$ cat src/rtl/cpu_types_pkg.sv
// Shared types for the memory arbiter: RAM handshake state, arbiter FSM states and bus words.
package cpu_types_pkg;

  localparam int unsigned WORD_W = 32;

  typedef logic [WORD_W-1:0] word_t;

  typedef enum logic [1:0] {
    FREE   = 2'd0,
    BUSY   = 2'd1,
    ACCESS = 2'd2,
    ERROR  = 2'd3
  } ramstate_t;

  typedef enum logic [1:0] {
    IDLE   = 2'd0,
    IGRANT = 2'd1,
    DGRANT = 2'd2
  } arb_state_t;

  // Strobes and payload presented to the RAM in a given cycle.
  typedef struct packed {
    logic  ren;
    logic  wen;
    word_t addr;
    word_t store;
  } ram_req_t;

  localparam ram_req_t RAM_REQ_IDLE = '{ren: 1'b0, wen: 1'b0, addr: '0, store: '0};

endpackage

$ cat src/rtl/arb_starve_cnt.sv
// Saturating count of consecutive data grants taken while an instruction fetch is waiting.
module arb_starve_cnt #(
  parameter int unsigned MAX = 8
) (
  input  logic clk,
  input  logic rst_n,
  input  logic inc,
  input  logic clr,
  output logic sat_c
);

  localparam int unsigned CW = (MAX < 2) ? 1 : $clog2(MAX + 1);
  localparam logic [CW-1:0] MAX_V = CW'(MAX);

  logic [CW-1:0] cnt_q, cnt_d;

  // Clear wins over increment; the count sticks at MAX until cleared.
  always_comb begin
    cnt_d = cnt_q;
    if (clr) begin
      cnt_d = '0;
    end else if (inc && (cnt_q != MAX_V)) begin
      cnt_d = cnt_q + CW'(1);
    end
  end

  always_ff @(posedge clk or negedge rst_n) begin
    if (!rst_n) begin
      cnt_q <= '0;
    end else begin
      cnt_q <= cnt_d;
    end
  end

  assign sat_c = (cnt_q == MAX_V);

endmodule

$ cat src/rtl/mem_arbiter.sv
// Arbitrates one RAM port between instruction fetch and data access; data wins by default.
// Define ARB_STARVE_EN to let a waiting fetch through after STARVE_MAX consecutive data grants.
module mem_arbiter
  import cpu_types_pkg::*;
#(
  parameter int unsigned STARVE_MAX = 8
) (
  input  logic       CLK,
  input  logic       nRST,
  input  logic       iREN,
  input  word_t      iaddr,
  output logic       ihit,
  output word_t      iload,
  input  logic       dREN,
  input  logic       dWEN,
  input  word_t      daddr,
  input  word_t      dstore,
  output logic       dhit,
  output word_t      dload,
  output logic       ramREN,
  output logic       ramWEN,
  output word_t      ramaddr,
  output word_t      ramstore,
  input  word_t      ramload,
  input  logic [1:0] ramstate
);

  arb_state_t state_q, state_d;
  ram_req_t   ram_c;
  ramstate_t  rs_c;
  logic       d_req_c;
  logic       i_first_c;

  assign rs_c    = ramstate_t'(ramstate);
  assign d_req_c = dREN | dWEN;

  if (STARVE_MAX == 0) begin : g_bad_starve_max
    $error("STARVE_MAX must be at least 1");
  end

`ifdef ARB_STARVE_EN
  logic starve_sat_c;
  logic starve_inc_c;
  logic starve_clr_c;

  // Count data grants taken over a waiting fetch; any fetch grant or idle fetch side resets it.
  assign starve_inc_c = (state_q == IDLE) && (state_d == DGRANT) && iREN;
  assign starve_clr_c = (state_q == IDLE) && ((state_d == IGRANT) || !iREN);

  arb_starve_cnt #(
    .MAX (STARVE_MAX)
  ) u_starve_cnt (
    .clk   (CLK),
    .rst_n (nRST),
    .inc   (starve_inc_c),
    .clr   (starve_clr_c),
    .sat_c (starve_sat_c)
  );

  assign i_first_c = iREN & starve_sat_c;
`else
  assign i_first_c = 1'b0;
`endif

  // Next state, RAM strobes and completion pulses all follow the live request inputs.
  always_comb begin
    state_d = state_q;
    ram_c   = RAM_REQ_IDLE;
    ihit    = 1'b0;
    dhit    = 1'b0;
    iload   = '0;
    dload   = '0;
    case (state_q)
      IDLE: begin
        if (d_req_c && !i_first_c) begin
          state_d = DGRANT;
        end else if (iREN) begin
          state_d = IGRANT;
        end
      end
      IGRANT: begin
        ram_c.ren  = 1'b1;
        ram_c.addr = iaddr;
        if (!iREN) begin
          state_d = IDLE;
        end else if (rs_c == ACCESS) begin
          ihit    = 1'b1;
          iload   = ramload;
          state_d = IDLE;
        end
      end
      DGRANT: begin
        ram_c = '{ren: dREN, wen: dWEN, addr: daddr, store: dstore};
        if (!d_req_c) begin
          state_d = IDLE;
        end else if (rs_c == ACCESS) begin
          dhit    = 1'b1;
          dload   = ramload;
          state_d = IDLE;
        end
      end
      default: begin
        state_d = IDLE;
      end
    endcase
  end

  always_ff @(posedge CLK or negedge nRST) begin
    if (!nRST) begin
      state_q <= IDLE;
    end else begin
      state_q <= state_d;
    end
  end

  assign ramREN   = ram_c.ren;
  assign ramWEN   = ram_c.wen;
  assign ramaddr  = ram_c.addr;
  assign ramstore = ram_c.store;

endmodule

$ cat config.mk
export PLATFORM = sky130hd
export DESIGN_NAME = mem_arbiter
export DESIGN_NICKNAME = d
export VERILOG_FILES = /design/src/rtl/cpu_types_pkg.sv /design/src/rtl/arb_starve_cnt.sv /design/src/rtl/mem_arbiter.sv
export SDC_FILE = /design/constraint.sdc
export NUM_CORES = 1
export LEC_CHECK = 0
export BUFFER_PORTS_ARGS = -buffer_cell sky130_fd_sc_hd__buf_4
export CAP_MARGIN = 40
export CORE_AREA = 2 2 102 104
export CTS_CLUSTER_DIAMETER = 50
export DETAILED_ROUTE_END_ITERATION = 12
export DIE_AREA = 0 0 104 106
export PLACE_DENSITY = 0.6
export SETUP_SLACK_MARGIN = 0.15
export SLEW_MARGIN = 20
export SYNTH_ARGS = -nofsm -noshare
export SYNTH_HDL_FRONTEND = slang
export SYNTH_HIERARCHICAL = 1
export SYNTH_SLANG_ARGS = --single-unit
export TNS_END_PERCENT = 1
$ cat constraint.sdc
create_clock -name CLK -period 3.15 [get_ports CLK]
set_clock_uncertainty 0.05 [all_clocks]
set_input_delay 0.63 -clock CLK [delete_from_list [all_inputs] [get_ports CLK]]
set_output_delay 0.63 -clock CLK [all_outputs]
set_load 0.05 [all_outputs]
; ---- Yosys cells after proc, flatten, opt, wreduce, memory -nomap -nowiden
; Cells that the tools add are included.
; W data, S select, Z words.
[op_classes]
muxes = 20
n_reduce_logical = 1
bitwise = 1
eq_ne = 4
[op_table]
columns = op, n
row1 = $mux W32, 6
row2 = $pmux W32 S2, 1
row3 = $mux W2, 5
row4 = $mux W1, 6
row5 = $pmux W2 S3, 1
row6 = $eq A2 B2 Y1 const B, 2
row7 = $ne A3 B3 Y1 const B, 1
row8 = $eq A2 B1 Y1 const B, 1
row9 = $logic_not A2 Y1, 1
row10 = $pmux W1 S2, 1
row11 = $or A1 B1 Y1, 1
[word_totals]
input_bits = 135
register_bits = 2
output_inout_bits = 132
wordCells = 27

; ---- Logic depth before layout (Yosys ltp)
[logic_depth]
word_depth = 4
ltp_mapped = 7
depth_no_buf = 5

; ---- Least setup slack after synthesis
; OpenSTA, ideal clock, no wires.
[synth_path]
path_kind = reg-to-output
startpoint = register state_q[0]
endpoint = output ramaddr[22]
stages_incl_launch_ff = 7
required_ns = 2.470
arrival_time_ns = 1.828
n_path_buf = 2
path_slack_ns = 0.642
path_cell_list = dfrtp_1 -> inv_1 -> ha_1 -> buf_2 -> buf_2 -> a22oi_1 -> nor2b_1
[synth_via]
elab_chain_cells = 2
word_cells_on_any_way = 3
classes_between = eq/ne (2) / mux (1)
[synth_lines]
columns = item, line_no
row1 = from (decl), mem_arbiter.sv:28  ; arb_state_t state_q, state_d;
row2 = from (signal assigned), mem_arbiter.sv:112  ; state_q <= state_d;
row3 = $eq A2 B2 Y1 / $eq A2 B1 Y1 (equally long branches), mem_arbiter.sv:73  ; case (state_q)
row4 = $pmux W32 S2 (*), mem_arbiter.sv:73
row5 = to (decl), mem_arbiter.sv:22  ; output word_t ramaddr,
; Mark *: on every way between the ends. The rest lies on a longest branch, timed or not.

; ---- Worst setup path after layout
[layout_path]
startpoint = register state_q[0]
endpoint = output ramaddr[18]
; The elaborated chain is that of the path after synthesis.

==> impl_metrics.py <==
metrics = {
    "placement": {
        "gp_congestion": 0.756,
        "dp.cells": 593,
        "placed_area_um2": 3470,
        "portBuffers": 266,
        "hpwlAfterDp_um": 6990,
    },
    "synthesis": {
        "yosysSeqAreaShare": 0.0372,
        "synth_top_flop_cell": "dfrtp_1",
        "synth_top_area_frac": 0.451,
        "ys_ff_latch": 2,
        "netlist_top_cells_area": "and2_1, a22oi_1, nor2b_1",
        "synth_area_um2": 1350,
        "synthCells": 205,
        "postSynthAreaPerCell_um2": 6.57,
        "synth_top_cell_by_area": "and2_1",
        "yosys_warnings": 6,
        "yosysUniqueCellTypes": 19,
        "synth_edf_count": 0,
        "syn_nets": 344,
        "synthArstFlopShare": 1.00,
    },
    "finish": {
        "drive_above_1_share": 0.607,
        "layoutNonFillerInstCount": 596,
        "fillCellCount": 1068,
        "final_cell_mix": "buf_4, and2_1, nor2b_1",
        "nets": 601,
        "regMostFlops": "state_q",
        "diodes": 0,
        "largest_registers": "state_q (2)",
        "final_common_cell": "buf_4",
        "areaGrowthSynthToFinish_pct": 161,
        "largest_register_ffs": 2,
        "fin_area_um2": 3510,
    },
    "die": {
        "die-area_um2": 11000,
        "fp.dieW_um": 104,
        "start_util": 0.135,
        "pin_count": 267,
        "rows": 37,
        "die_y_um": 106,
        "core_um2": 10000,
    },
    "timing": {
        "min_period_over_period": 0.818,
        "hold_slack_ns": 0.147,
        "rsz0062_at_grt": "false",
        "worst_slew_pin_slew_ns": 0.402,
        "period_minus_slack_ns": 2.58,
        "setup_tns_ns": 0,
        "drv_slew": 0,
        "relSlewSlack": 0.732,
        "finalHoldViolations": 0,
        "fmax_ghz": 0.388,
        "setup_viol": 0,
    },
    "critical_path": {
        "rrSetupSlack_ns": 1.69,
        "cp-start-kind": "flip-flop",
        "worstRegToRegCells": 5,
        "worstSetupPathType": "reg -> out",
        "end_kind": "output pin",
        "reg2reg_from": "state_q[0]",
        "critPathMaxFanout": 20,
        "cp.arrival_ns": 1.90,
        "cp.required_ns": 2.47,
        "timing.rr.end": "state_q[1]",
    },
    "grt": {
        "grt_use_total": 0.134,
        "grt_pass1_vias": 2398,
        "overflow": 0,
        "grt_max_degree": 39,
        "grt_pass1_wl_um": 12100,
        "antenna_found_initial": 0,
    },
    "route": {
        "drt_wl_total_um": 8000,
        "drtPass1Iterations": 4,
        "drtAntennaViolNets": 0,
        "wire_per_inst_um": 13.4,
        "vias": 2366,
        "vias_per_cell": 3.97,
        "drc_errors": 0,
        "drtIter0Drc": 69,
    },
    "job": {
        "drv_cap": 0,
    },
    "clocking": {
        "clockBufferDepth": 2,
        "clk-insertion-delay-late_ns": 0.21,
        "postCtsHoldBufs": 0,
        "clkTransAtPathRegs_ns": 0.03,
        "postCtsResizedCells": 0,
        "htree_levels": 1,
        "postCtsSetupRepairBufs": 0,
        "cts_tree": "yes",
        "cts-root-buf": "clkbuf_8",
        "cts_made_buffers": 3,
        "cts.sinks": 2,
    },
    "pwr": {
        "max-vdd-ir-drop_mv": 0.345,
        "powerDensity_nw_per_um2": 693,
        "power_leakage_nw": 1.88,
    },
    "worst_hold_path": {
        "hold_class": "in -> async",
    },
    "status": {
        "status": "completed",
    },
}
[cell families after synthesis]
kind of cell,share of synthesized area
buffers and inverters,0.0734
AND/OR/NAND/NOR,0.634
AO/OA/AOI/OAI,0.218
flip-flops,0.0372
adder cells (fa/ha/maj),0.0372
[through the flow]
stage | total power, mW | utilization | setup WS, ns
2_1_floorplan | 1.64 | - | 0.642
3_3_place_gp | 2.34 | 0.347 | 0.778
3_5_place_dp | 2.36 | 0.347 | 0.715
4_1_cts | 2.47 | 0.351 | 0.498
5_1_grt | 2.58 | 0.351 | 0.367
6_report | 2.44 | 0.351 | 0.572
[power breakdown]
group          switching [mW]  internal [mW]
logic                    1.52          0.768
clock network          0.0186         0.0806
registers              0.0107         0.0348
total                    1.55          0.884
[cells in the mapped netlist, types with 2 or more instances]
| cell type | instances |
|---|---|
| clkbuf_1 | 10 |
| a21oi_1 | 2 |
| a22oi_1 | 32 |
| and2_1 | 97 |
| ha_1 | 4 |
| nor2_2 | 2 |
| dfrtp_1 | 2 |
| buf_2 | 6 |
| o21ai_1 | 2 |
| nor2b_1 | 33 |
| clkbuf_2 | 4 |
| inv_1 | 3 |
| nor2_1 | 2 |
[worst max-delay path: stages, from the launching register on]
cell     delay [ns]
dfrtp_1        0.39
inv_1          0.08
ha_1           0.54
buf_4          0.28
nor2b_1        0.17
buf_4          0.21
[how the worst max path moves through the flow]
stage,start,endpoint,cells past startpoint
after global routing,state_q[0],ramaddr[29],5
after global placement,dWEN,dload[27],6
after detailed placement,state_q[0],ramaddr[15],5
final,state_q[0],ramaddr[18],5
after floorplan,state_q[0],ramaddr[22],6
after CTS,state_q[0],ramaddr[15],5
[layer usage]
layer / vias up / routed length (um) / global-route usage
li1: 1185 / - / -
met1: 1022 / 2700 / 0.132
met2: 155 / 4440 / 0.282
met3: 4 / 831 / 0.0380
met4: 0 / 31 / 0.0145
met5: - / 0 / 0
[final cells by class]
class	count	area, um^2	share of cell area
repair buffers	272	2040	0.581
flip-flops and latches	2	50.0	0.0142
well taps	136	170	0.0484
inverters	3	11.3	0.00320
multi-input cells	180	1200	0.341
clock buffers	3	41.3	0.0117
No activity file was read; power rests on OpenSTA's default activity.
